**src/rtl/hc595_chain_driver.sv**
```systemverilog
// hc595_chain_driver: serialises a parallel word into a daisy chain of 74HC595s.
//   clk      in   system clock, rising edge
//   reset_n  in   asynchronous active-low reset
//   data     in   word to shift out, captured at frame start
//   start    in   frame request, honoured only while idle
//   busy     out  high while a frame is shifting or latching
//   done     out  one-clk pulse as RCLK falls at frame end
//   srclk    out  595 shift clock
//   rclk     out  595 storage (latch) clock
//   dio      out  595 serial data
//   oe_n     out  595 output enable, held high until the first frame is latched
module hc595_chain_driver #(
    parameter int CLK_FREQ     = 50_000_000,
    parameter int SRCLK_FREQ   = 12_500_000,
    parameter int NUM_BYTES    = 2,
    parameter bit MSB_FIRST    = 1'b1,
    parameter bit AUTO_REFRESH = 1'b0
) (
    input  logic                   clk,
    input  logic                   reset_n,
    input  logic [8*NUM_BYTES-1:0] data,
    input  logic                   start,
    output logic                   busy,
    output logic                   done,
    output logic                   srclk,
    output logic                   rclk,
    output logic                   dio,
    output logic                   oe_n
);
    localparam int HALF_DIV = CLK_FREQ / (2 * SRCLK_FREQ);
    localparam int BITS     = 8 * NUM_BYTES;
    localparam int DW       = HALF_DIV > 1 ? $clog2(HALF_DIV) : 1;
    localparam int CW       = $clog2(BITS);

    if (HALF_DIV < 1) begin : g_bad_half_div
        $error("hc595_chain_driver: CLK_FREQ/(2*SRCLK_FREQ) must be >= 1");
    end
    if (NUM_BYTES < 1 || NUM_BYTES > 16) begin : g_bad_num_bytes
        $error("hc595_chain_driver: NUM_BYTES must be 1..16");
    end

    typedef enum logic [1:0] {IDLE, SHIFT_LO, SHIFT_HI, LATCH} state_t;

    state_t          state_q, state_d;
    logic [DW-1:0]   div_q, div_d;
    logic [CW-1:0]   cnt_q, cnt_d;
    logic [BITS-1:0] shadow_q, shadow_d;
    logic            busy_q, busy_d, done_q, done_d, srclk_q, srclk_d;
    logic            rclk_q, rclk_d, oe_n_q, oe_n_d;
    logic            tick, go, last, adv;

    assign tick = state_q != IDLE && div_q == DW'(HALF_DIV - 1);
    assign go   = state_q == IDLE && (start || AUTO_REFRESH);
    assign last = cnt_q == CW'(BITS - 1);
    assign adv  = tick && state_q == SHIFT_HI && !last;

    always_ff @(posedge clk or negedge reset_n) begin
        if (!reset_n) begin
            state_q  <= IDLE;
            div_q    <= '0;
            cnt_q    <= '0;
            shadow_q <= '0;
            busy_q   <= 1'b0;
            done_q   <= 1'b0;
            srclk_q  <= 1'b0;
            rclk_q   <= 1'b0;
            oe_n_q   <= 1'b1;
        end else begin
            state_q  <= state_d;
            div_q    <= div_d;
            cnt_q    <= cnt_d;
            shadow_q <= shadow_d;
            busy_q   <= busy_d;
            done_q   <= done_d;
            srclk_q  <= srclk_d;
            rclk_q   <= rclk_d;
            oe_n_q   <= oe_n_d;
        end
    end

    always_comb begin
        state_d = go ? SHIFT_LO
                : !tick ? state_q
                : state_q == SHIFT_LO ? SHIFT_HI
                : state_q == SHIFT_HI ? (last ? LATCH : SHIFT_LO)
                : IDLE;
    end

    // Pin outputs are registered from the next state so they change cleanly on clk.
    // The serial bit is always the head of the shadow register, which only moves
    // as SRCLK falls, so dio is stable across every SRCLK rise.
    always_comb begin
        div_d    = (state_q == IDLE || tick) ? '0 : div_q + 1'b1;
        cnt_d    = go ? '0 : adv ? cnt_q + 1'b1 : cnt_q;
        shadow_d = go ? data : adv ? (MSB_FIRST ? shadow_q << 1 : shadow_q >> 1) : shadow_q;
        busy_d   = state_d != IDLE;
        srclk_d  = state_d == SHIFT_HI;
        rclk_d   = state_d == LATCH;
        done_d   = state_q == LATCH && tick;
        oe_n_d   = done_d ? 1'b0 : oe_n_q;
    end

    assign busy  = busy_q;
    assign done  = done_q;
    assign srclk = srclk_q;
    assign rclk  = rclk_q;
    assign dio   = MSB_FIRST ? shadow_q[BITS-1] : shadow_q[0];
    assign oe_n  = oe_n_q;
endmodule

```
**config.mk**
```make
export PLATFORM = sky130hd
export DESIGN_NAME = hc595_chain_driver
export DESIGN_NICKNAME = d
export VERILOG_FILES = /design/src/rtl/hc595_chain_driver.sv
export SDC_FILE = /design/constraint.sdc
export NUM_CORES = 1
export LEC_CHECK = 0
export CORE_MARGIN = 5
export CORE_UTILIZATION = 37
export DETAILED_ROUTE_END_ITERATION = 10
export PLACE_DENSITY = 0.71
export SLEW_MARGIN = 5
export SYNTH_ARGS = -nofsm -noshare
export SYNTH_HDL_FRONTEND = slang
export SYNTH_SLANG_ARGS = --single-unit
```
**constraint.sdc**
```tcl
create_clock -name clk -period 1.5 [get_ports clk]
set_input_delay 0.3 -clock clk [delete_from_list [all_inputs] [get_ports clk]]
set_output_delay 0.3 -clock clk [all_outputs]
set_load 0.02 [all_outputs]
```
* After elaboration in Yosys (flattened, before gate mapping)
Cells that the tools add are included.
W data, S select, Z words.
** Storage, ports and cells
- Flip-flop bits (word level) :: 28
- Input bits :: 19
- Output and inout port bits :: 6
- Logic and storage cells :: 38
** Operators by class
- $add $sub $neg :: 2
- Eq/ne operators :: 6
- Muxes and demuxes :: 10
- Reductions and logical operators :: 11
** Operator list (number)
- $mux W16 :: 2
- $mux W2 :: 5
- $eq A2 B2 Y1 const B :: 4
- $mux W4 :: 2
- $reduce_bool A2 Y1 :: 3
- $logic_and A1 B1 Y1 :: 5
- $add A4 B1 Y4 const B :: 1
- $eq A4 B4 Y1 const B :: 1
- $eq A2 B1 Y1 const B :: 1
- $logic_not A2 Y1 :: 1
- $add A1 B1 Y1 const B :: 1
- $logic_not A1 Y1 :: 1
- $logic_or A1 B1 Y1 :: 1
- $mux W1 :: 1

* Depth between registers and ports, before layout
Gate-level depths: netlist (run 1).
- Depth in word-level cells :: 7
- Depth in mapped cells :: 5
- Depth with buffers taken out :: 4

* Worst setup path before layout (run 1)
No wires, ideal clock.
- Path type :: register to register
- Start point :: register cnt_q[0]
- End point :: register shadow_q[14]
- Library setup time :: 131 ps
- Arrival :: 1287 ps
- Data required time :: 1369 ps
- Path slack :: 83 ps
- Stages on the path, launching flop included :: 6
- Buffers on the path :: 1
- Period minus slack after synthesis :: 1417 ps
- Path through :: dfrtp_1 > ha_1 > and3_1 > nor2_2 > buf_4 > o211ai_1
** Between the ends
- Word-level cells in the longest chain between the ends :: 4
** Ends and longest elaborated chain
- start: declaration :: RTL line 46 : logic [CW-1:0] cnt_q, cnt_d;
- start signal: assignment :: RTL line 71 : cnt_q <= cnt_d;
- $eq A4 B4 Y1 :: RTL line 54 : assign last = cnt_q == CW'(BITS - 1);
- $logic_not A1 Y1 :: RTL line 55 : assign adv = tick && state_q == SHIFT_HI && !last;
- $logic_and A1 B1 Y1 :: RTL line 55
- $reduce_bool A2 Y1 (no line)
- end signal: assignment :: RTL line 72 : shadow_q <= shadow_d;
- end: declaration :: RTL line 47 : logic [BITS-1:0] shadow_q, shadow_d;
No other way between the ends.
A chain may end at the register's enable or synchronous reset.

* Worst setup path in the final report (run 1)
- Start point :: register cnt_q[0]
- End point :: register cnt_q[0]
** Between the ends
- Word-level cells in the longest chain between the ends :: 4
- Elaborated cells on any way between the ends :: 7
- Those cells by class :: add/sub: 1; eq/ne: 1; mux: 2; reduce/logical: 3
** Ends and longest elaborated chain
- branches (longest 4 deep; another with $add A4 B1 Y4)
Parallel ways; which one is timed is not known. The select of a mux whose other input is x is not followed.

==> impl_metrics.csv, run 1 <==
group,metric,value,unit
route,firstDrtPassIters,4,
sta,min_period,1.41,ns
yosys,avgSynthCellArea,9.50,sq um
global_route,grt_pass1_vias,1143,
setup_path,crit_type,"reg -> reg",
floorplan,io_pins,25,
clocking,cts_tree,"done",
clocking,cts_root_buf,"clkbuf_4",
route,drc_errors,0,
setup_path,crit_fanout,5,
yosys,synthMuxAreaShare,0.780,%
placed_design,hpwl,1930,um
floorplan,die_h,68.9,um
power,power_density,1740,nW/um^2
yosys,synth_top_family_by_area,"simple AND/OR/NAND/NOR gates",
flow_run,max-cap-violations,0,
sta,timing.hold.ws,0.245,ns
sta,setup_viol,0,
sta,fin_crit_sh,93.9,%
global_route,grt_max_degree,22,
setup_path,arrival,1.69,ns
floorplan,start_util,38.4,%
yosys,synth_edf_count,0,
setup_path,start_kind,"flop",
route,via_count,1067,
final_layout,diodes,0,
final_layout,drive_gt1_share,14.6,%
placed_design,routabilityCongestion,0.789,
final_layout,fillers,302,
global_route,grt-ovfl-total,0,
global_route,antenna_found_initial,0,
yosys,synth_xor_area_share,0,%
clocking,clkLatencyLatePin,0.34,ns
setup_path,cp-end-kind,"flop",
yosys,yosysMostFrequentCell,"nand2_1",
sta,drv_slew,0,
global_route,grt_pass1_wl,4900,um
clocking,clk_path_buf_depth,2,
final_layout,syn_to_final_growth,30.0,%
sta,finalHoldViolations,0,
floorplan,rows,21,
route,wl_per_cell,13.0,um
final_layout,nets,185,
yosys,ys_ff_latch,28,
yosys,synth_area_leaders,"dfrtp_1 (53%), nand2_1 (10%), o211ai_1 (8.8%)",
yosys,synth_commonest_cells,"nand2_1 (35), dfrtp_1 (27), nand3_1 (19), o211ai_1 (15), buf_2 (5)",
yosys,syn_area,1280,sq um
route,vias_per_cell,5.08,
sta,timing.fmax,710,MHz
sta,worst_pin_slew,0.396,ns
final_layout,fin_area,1670,sq um
setup_path,required,1.78,ns
clocking,cts_buffers,3,
setup_path,cp-startpoint,"cnt_q[0]",
route,postRouteAntennaNets,0,
sta,fin_ws,0.0914,ns
route,finalWirelength,2720,um
final_layout,final_core_utilization,49.9,%
floorplan,core,3340,sq um
yosys,netlist_instances,135,
yosys,synth-async-reset-ratio,100,%
power,power_leakage,0.717,nW
yosys,synthSimpleGateAreaFrac,25.8,%
outcome,run_status,"complete, no violations",
yosys,synthesis.nets,155,
yosys,synth_ff_type,"dfrtp_1",
clocking,ctsHoldBuffers,0,
yosys,synth_top_area_share,52.7,%
sta,finClkSkew,0.0137,ns
yosys,synth-adder-area-share,0.976,%
yosys,post_synth_num_cell_types,31,
clocking,path_clk_slew,0.16,ns
yosys,synth_compound_area_share,13.2,%
placed_design,portBuffers,24,
route,drtIter0Drc,76,
setup_path,reg2reg_slack,0.09,ns
clocking,cts.sinks,28,
min_path,holdCritPathClass,"in -> async",
placed_design,pre_cts_ws,-0.148,ns
global_route,track_usage,13.6,%
placed_design,place_area,1620,sq um
yosys,synth-warning-count,0,
floorplan,die_x,68.9,um
floorplan,die-area,4740,sq um
sta,slew_headroom,73.5,%
yosys,synth.yosys.seq_area_share,54.7,%
clocking,htree_levels,1,
yosys,yosysTopAreaCell,"dfrtp_1",
power,ir_drop,0.619,mV
power,finalPower,2.90,mW
setup_path,r2r_start,"cnt_q[0]",
-- where the power goes --
group / leakage, nW / switching (mW) / internal [mW]
logic: 0.339 / 0.618 / 0.517
registers: 0.350 / 0.206 / 1.07
clock network: 0.0279 / 0.225 / 0.271
-- worst max-delay path: stages, from the launching register on --
cell	delay, ns
dfrtp_1	0.44
ha_2	0.22
and3_2	0.25
or3_1	0.31
a21oi_1	0.14
-- layer usage --
metal | track usage [%] | up-vias | share of wire, % | wire (um)
li1 | - | 531 | - | -
met1 | 18.1 | 513 | 48 | 1320
met2 | 21.9 | 19 | 47 | 1280
met3 | 1.62 | 4 | 3.1 | 85
met4 | 6.81 | 0 | 1.5 | 41
met5 | 0 | - | 0 | 0
-- area by class of cell --
| cell class | instances | area, sq um | share of cell area (%) |
|---|---|---|---|
| inverters | 3 | 11.3 | 0.676 |
| repair buffers | 33 | 313 | 18.8 |
| flip-flops and latches | 28 | 702 | 42.1 |
| clock inverters | 1 | 30.0 | 1.80 |
| multi-input cells | 96 | 531 | 31.8 |
| well taps | 46 | 57.6 | 3.45 |
| clock buffers | 3 | 22.5 | 1.35 |
-- metrics by stage --
stage	instances	setup TNS [ns]
floorplan	135	0
global placement	206	-1.76
detailed placement	206	-2.44
CTS	210	0
global route	210	-0.00590
finish	210	0
-- layout by cell type (no fill, tap or decap), types with 2 or more instances in the layout --
cell	count
nor2_1	3
and3_2	2
buf_4	7
dfrtp_1	27
clkbuf_4	3
clkdlybuf4s50_1	18
o21ai_0	3
nand2_1	35
a21oi_1	3
nor2_2	2
o211ai_1	15
nand3_1	19
dlygate4sd2_1	5
inv_1	2
-- sequential cells by signal (all words and copies together) (netlist names) --
register / flops
rclk: 1
shadow_q: 16
cnt_q: 4
state_q: 2
oe_n: 1
srclk: 1
div_q: 1
done: 1
busy: 1
-- cells by family after synthesis --
kind of cell / count (synthesis)
simple gates: 70
flops: 28
mux: 1
fa+ha+maj: 1
buf+inv: 11
compound gates: 24
-- what timing repair did --
action / CTS / global route
endpoints found under the setup margin: 6 / 12
endpoints found under the hold margin: 0 / 0
resized for setup: 7 / 4
buffers inserted: 0 / 0
-- final timing paths --
kind / endpoint / cells after the start
worst max-delay path: cnt_q[0] / 4
worst max register to register: cnt_q[0] / 4
worst min-delay path: busy / 1
min in group clk: oe_n / 1
worst min register to register: oe_n / 1
max in group asynchronous: cnt_q[2] / 2
Note: power is estimated with default switching activity, not from simulation.
==> run 2, diff against run 1 <==
--- a/config.mk
+++ b/config.mk
@@ -8,7 +8,8 @@
 export CORE_MARGIN = 5
 export CORE_UTILIZATION = 37
 export DETAILED_ROUTE_END_ITERATION = 10
-export PLACE_DENSITY = 0.71
+export DONT_BUFFER_PORTS = 1
+export PLACE_DENSITY = 0.61
 export SLEW_MARGIN = 5
 export SYNTH_ARGS = -nofsm -noshare
 export SYNTH_HDL_FRONTEND = slang
==> run 2 against run 1 <==
Effect of this change: sequential cell count stayed put; first-iteration DRC count is 53% lower; routed wire length is 3.5% lower; worst setup slack worse by 0.035 ns; highest routed layer unchanged; count of clock-buffer cells in the layout is 1 higher; non-clock buffer count is 22 lower.
==> impl_metrics.csv, run 2 (synthesis results as in run 1) <==
group,metric,value,unit
global_route,grt_pass1_vias,977,
sta,setup_viol,0,
clocking,clk_path_buf_depth,2,
setup_path,path_cells,"ha_1 > and3_1 > nor2_2 > buf_12 > o211ai_1",
sta,timing.fmax,693,MHz
setup_path,path_buf_inv,1,
final_layout,regMostFlops,"shadow_q",
sta,finalHoldViolations,0,
route,vias_per_cell,5.17,
setup_path,cp-end-kind,"flop",
min_path,holdCritPathClass,"in -> reg",
global_route,grt-ovfl-total,0,
setup_path,crit_family,"flip-flops",
sta,worst_pin_slew,0.379,ns
sta,fin_crit_sh,96.2,%
setup_path,required,1.71,ns
setup_path,arrival,1.65,ns
power,ir_drop,0.665,mV
setup_path,critPathMaxStageDelay,0.43,ns
sta,tns,0,ns
sta,finClkSkew,0.0136,ns
setup_path,worst_path_max_delay_cell,"dfrtp_1",
floorplan,io_pins,25,
route,wl_per_cell,14.0,um
route,drtIter0Drc,36,
global_route,antenna_found_initial,0,
floorplan,die-area,4740,sq um
floorplan,rows,21,
sta,slew_headroom,74.6,%
final_layout,layout_common_cells,"nand2_1 (35), dfrtp_1 (26), nand3_1 (19)",
clocking,path_clk_slew,0.15,ns
final_layout,final_common_cell,"nand2_1",
final_layout,diodes,0,
sta,drv_slew,0,
sta,min_period,1.44,ns
placed_design,portBuffers,0,
global_route,grt_max_degree,29,
global_route,track_usage,12.8,%
route,drc_errors,0,
power,finalPower,2.66,mW
sta,fin_ws,0.0566,ns
clocking,cts_buffers,3,
final_layout,reg.largest.list,"shadow_q x16, cnt_q x4, state_q x2",
route,via_count,972,
setup_path,cp-startpoint,"cnt_q[0]",
final_layout,largest_register_ffs,16,
floorplan,core,3340,sq um
clocking,cts_root_buf,"clkbuf_4",
route,finalWirelength,2630,um
placed_design,routabilityCongestion,0.736,
clocking,clkLatencyLatePin,0.33,ns
final_layout,syn_to_final_growth,12.7,%
outcome,run_status,"complete, no violations",
setup_path,crit_fanout,16,
final_layout,nets,163,
setup_path,crit_type,"reg -> reg",
floorplan,die_h,68.9,um
global_route,grt_pass1_wl,4480,um
floorplan,die_x,68.9,um
route,firstDrtPassIters,4,
clocking,cts_tree,"done",
setup_path,r2r_start,"cnt_q[0]",
setup_path,start_kind,"flop",
placed_design,hpwl,1860,um
power,power_density,1840,nW/um^2
clocking,cts.sinks,28,
final_layout,final_core_utilization,43.3,%
placed_design,pre_cts_ws,0.0738,ns
route,postRouteAntennaNets,0,
floorplan,start_util,38.4,%
min_path,hp-start,"data[1]",
flow_run,max-cap-violations,0,
clocking,htree_levels,1,
power,power_leakage,0.616,nW
final_layout,drive_gt1_share,16.2,%
==> run 2: per-stage QoR <==
| step | cell area (sq um) | instances | hold WS, ns |
|---|---|---|---|
| after floorplan | 1280 | 135 | 0.00441 |
| after global placement | 1370 | 181 | 0.00502 |
| after detailed placement | 1370 | 181 | 0.00497 |
| after CTS | 1440 | 187 | 0.0826 |
| after global routing | 1450 | 188 | 0.0808 |
| final | 1450 | 188 | 0.0920 |
==> run 2: path summary, 6_finish.rpt <==
check	cells past startpoint	end	slack (ns)
worst max-delay path	5	shadow_q[3]	0.06
worst min-delay path	2	shadow_q[1]	0.09
worst max register to register	5	shadow_q[3]	0.06
worst min register to register	1	oe_n	0.55
max in group asynchronous	2	oe_n	0.88
min in group asynchronous	2	shadow_q[12]	0.38
==> run 2: where the power goes <==
part / total [mW] / leakage [nW] / internal, mW / switching, mW
combinational: 0.936 / 0.246 / 0.438 / 0.497
sequential: 1.36 / 0.349 / 1.07 / 0.288
clock: 0.362 / 0.0210 / 0.149 / 0.214
total: 2.66 / 0.616 / 1.66 / 0.999
==> run 2: routing by layer <==
layer	track usage (%)	part of all wire, %
met1	16.7	44
met2	20.8	51
met3	2.11	3.2
met4	5.84	1.9
met5	0	0
==> run 2: repair_timing <==
item / CTS / global route
setup endpoints to repair: 0 / 4
hold buffers: 2 / 0
resized for setup: 0 / 1
setup buffers: 0 / 1
hold endpoints to repair: 28 / 0
==> run 2: worst register-to-register path: stages, from the launching register on <==
cell and delay [ns]:
dfrtp_1 0.43, ha_1 0.25, and3_1 0.25, nor2_2 0.14, buf_12 0.16, o211ai_1 0.11
==> run 2: layout make-up <==
type,count,area (sq um)
Clock buffer,4,36.3
Fill cell,331,1890
Inverter,3,11.3
Multi-Input combinational cell,96,527
Sequential cell,28,703
Tap cell,46,57.6
Timing Repair Buffer,11,110
==> run 3, diff against run 2 <==
--- a/config.mk
+++ b/config.mk
@@ -9,7 +9,7 @@
 export CORE_UTILIZATION = 37
 export DETAILED_ROUTE_END_ITERATION = 10
 export DONT_BUFFER_PORTS = 1
-export PLACE_DENSITY = 0.61
+export PLACE_DENSITY = 0.54
 export SLEW_MARGIN = 5
 export SYNTH_ARGS = -nofsm -noshare
 export SYNTH_HDL_FRONTEND = slang
==> run 3 against run 2 <==
Effect of this change: global-route usage rose by 0.081 points; non-clock buffer count fell by 1; critical endpoint is now cnt_q[0]; power shrank 1.9%; largest power group unchanged; sequential cell count unchanged; final cell count is 0.53% lower; first-iteration DRC count increased by 28%; die area unchanged.
==> impl_metrics.csv, run 3 (synthesis results as in run 1) <==
group,metric,value,unit
final_layout,syn_to_final_growth,11.6,%
setup_path,rr_endpoint,"cnt_q[0]",
min_path,holdCritPathClass,"in -> reg",
setup_path,arrival,1.67,ns
clocking,cts_buffers,3,
clocking,cts.sinks,28,
setup_path,start_kind,"flop",
sta,fin_ws,0.0899,ns
placed_design,routabilityCongestion,0.764,
clocking,cts_tree,"done",
floorplan,die_x,68.9,um
sta,finalHoldViolations,0,
global_route,antenna_found_initial,0,
setup_path,cp-startpoint,"cnt_q[0]",
setup_path,crit_type,"reg -> reg",
final_layout,nets,162,
final_layout,reg.largest.list,"shadow_q x16, cnt_q x4, state_q x2",
outcome,run_status,"complete, no violations",
sta,drv_slew,0,
power,power_density,1820,nW/um^2
final_layout,layout_common_cells,"nand2_1 (35), dfrtp_1 (26), nand3_1 (19)",
setup_path,r2r_start,"cnt_q[0]",
route,vias_per_cell,5.19,
route,drtIter0Drc,46,
floorplan,io_pins,25,
route,drc_errors,0,
clocking,htree_levels,1,
global_route,grt_pass1_vias,994,
sta,fin_crit_sh,94.0,%
final_layout,drive_gt1_share,16.3,%
floorplan,rows,21,
global_route,grt-ovfl-total,0,
flow_run,max-cap-violations,0,
placed_design,hpwl,1770,um
sta,setup_viol,0,
floorplan,die-area,4740,sq um
clocking,cts_root_buf,"clkbuf_4",
power,finalPower,2.61,mW
floorplan,die_h,68.9,um
setup_path,reg2reg_slack,0.09,ns
floorplan,core,3340,sq um
clocking,clk_path_buf_depth,2,
clocking,clkLatencyLatePin,0.33,ns
min_path,holdPathEnd,"shadow_q[0]",
setup_path,crit_fanout,5,
floorplan,start_util,38.4,%
min_path,hp-start,"data[0]",
setup_path,reg2regPathDepth,4,
route,firstDrtPassIters,4,
placed_design,portBuffers,0,
sta,slew_headroom,82.2,%
min_path,hold_depth,2,
global_route,grt_pass1_wl,4560,um
global_route,track_usage,12.9,%
sta,worst_pin_slew,0.266,ns
setup_path,required,1.76,ns
placed_design,pre_cts_ws,0.0797,ns
sta,timing.fmax,709,MHz
final_layout,regMostFlops,"shadow_q",
sta,finClkSkew,0.0159,ns
route,wl_per_cell,14.2,um
sta,tns,0,ns
final_layout,final_common_cell,"nand2_1",
setup_path,cp-end-kind,"flop",
clocking,path_clk_slew,0.16,ns
power,power_leakage,0.601,nW
route,finalWirelength,2650,um
final_layout,largest_register_ffs,16,
sta,min_period,1.41,ns
route,postRouteAntennaNets,0,
final_layout,diodes,0,
route,via_count,971,
power,ir_drop,0.597,mV
global_route,grt_max_degree,29,
[run 3: repair_timing]
action	4_1_cts	5_1_grt
hold buffers	2	0
resized for setup	0	3
setup buffers	0	1
setup endpoints to repair	0	2
endpoints found under the hold margin	28	0
[run 3: worst max-delay path by stage]
stage | endpoint | cells after the start
after detailed placement | cnt_q[3] | 3
after CTS | cnt_q[3] | 3
after global placement | cnt_q[3] | 3
after global routing | cnt_q[0] | 4
final | cnt_q[0] | 4
after floorplan | shadow_q[14] | 5
[run 3: layout make-up]
| cell class | instances | area (sq um) |
|---|---|---|
| Clock buffer | 4 | 26.3 |
| Fill cell | 347 | 1910 |
| Inverter | 3 | 11.3 |
| Multi-Input combinational cell | 96 | 531 |
| Sequential cell | 28 | 703 |
| Tap cell | 46 | 57.6 |
| Timing Repair Buffer | 10 | 103 |
[run 3: metrics by stage]
step	hold slack, ns	utilization (%)	std cells	instance area, sq um
final	0.0713	42.9	187	1430
after global routing	0.0788	42.9	187	1430
after CTS	0.0577	42.5	186	1420
after detailed placement	0.00554	40.8	180	1360
after global placement	0.00547	40.8	180	1360
after floorplan	0.00441	-	135	1280
[run 3: layer usage]
metal | vias up | global-route usage [%] | routed length [um]
li1 | 482 | - | -
met2 | 19 | 21.0 | 1260
met3 | 2 | 2.59 | 155
met4 | 0 | 5.11 | 19
met5 | - | 0 | 0
met1 | 468 | 16.8 | 1220
[run 3: power breakdown]
part	switching [mW]	total (mW)	internal, mW
clock network	0.220	0.324	0.104
registers	0.290	1.36	1.07
logic	0.492	0.921	0.429
total	1.00	2.61	1.60
[run 3: critical path, stage by stage, from the launching register on]
cell,delay [ns]
dfrtp_1,0.43
ha_2,0.22
and3_2,0.24
or3_1,0.31
a21oi_1,0.14
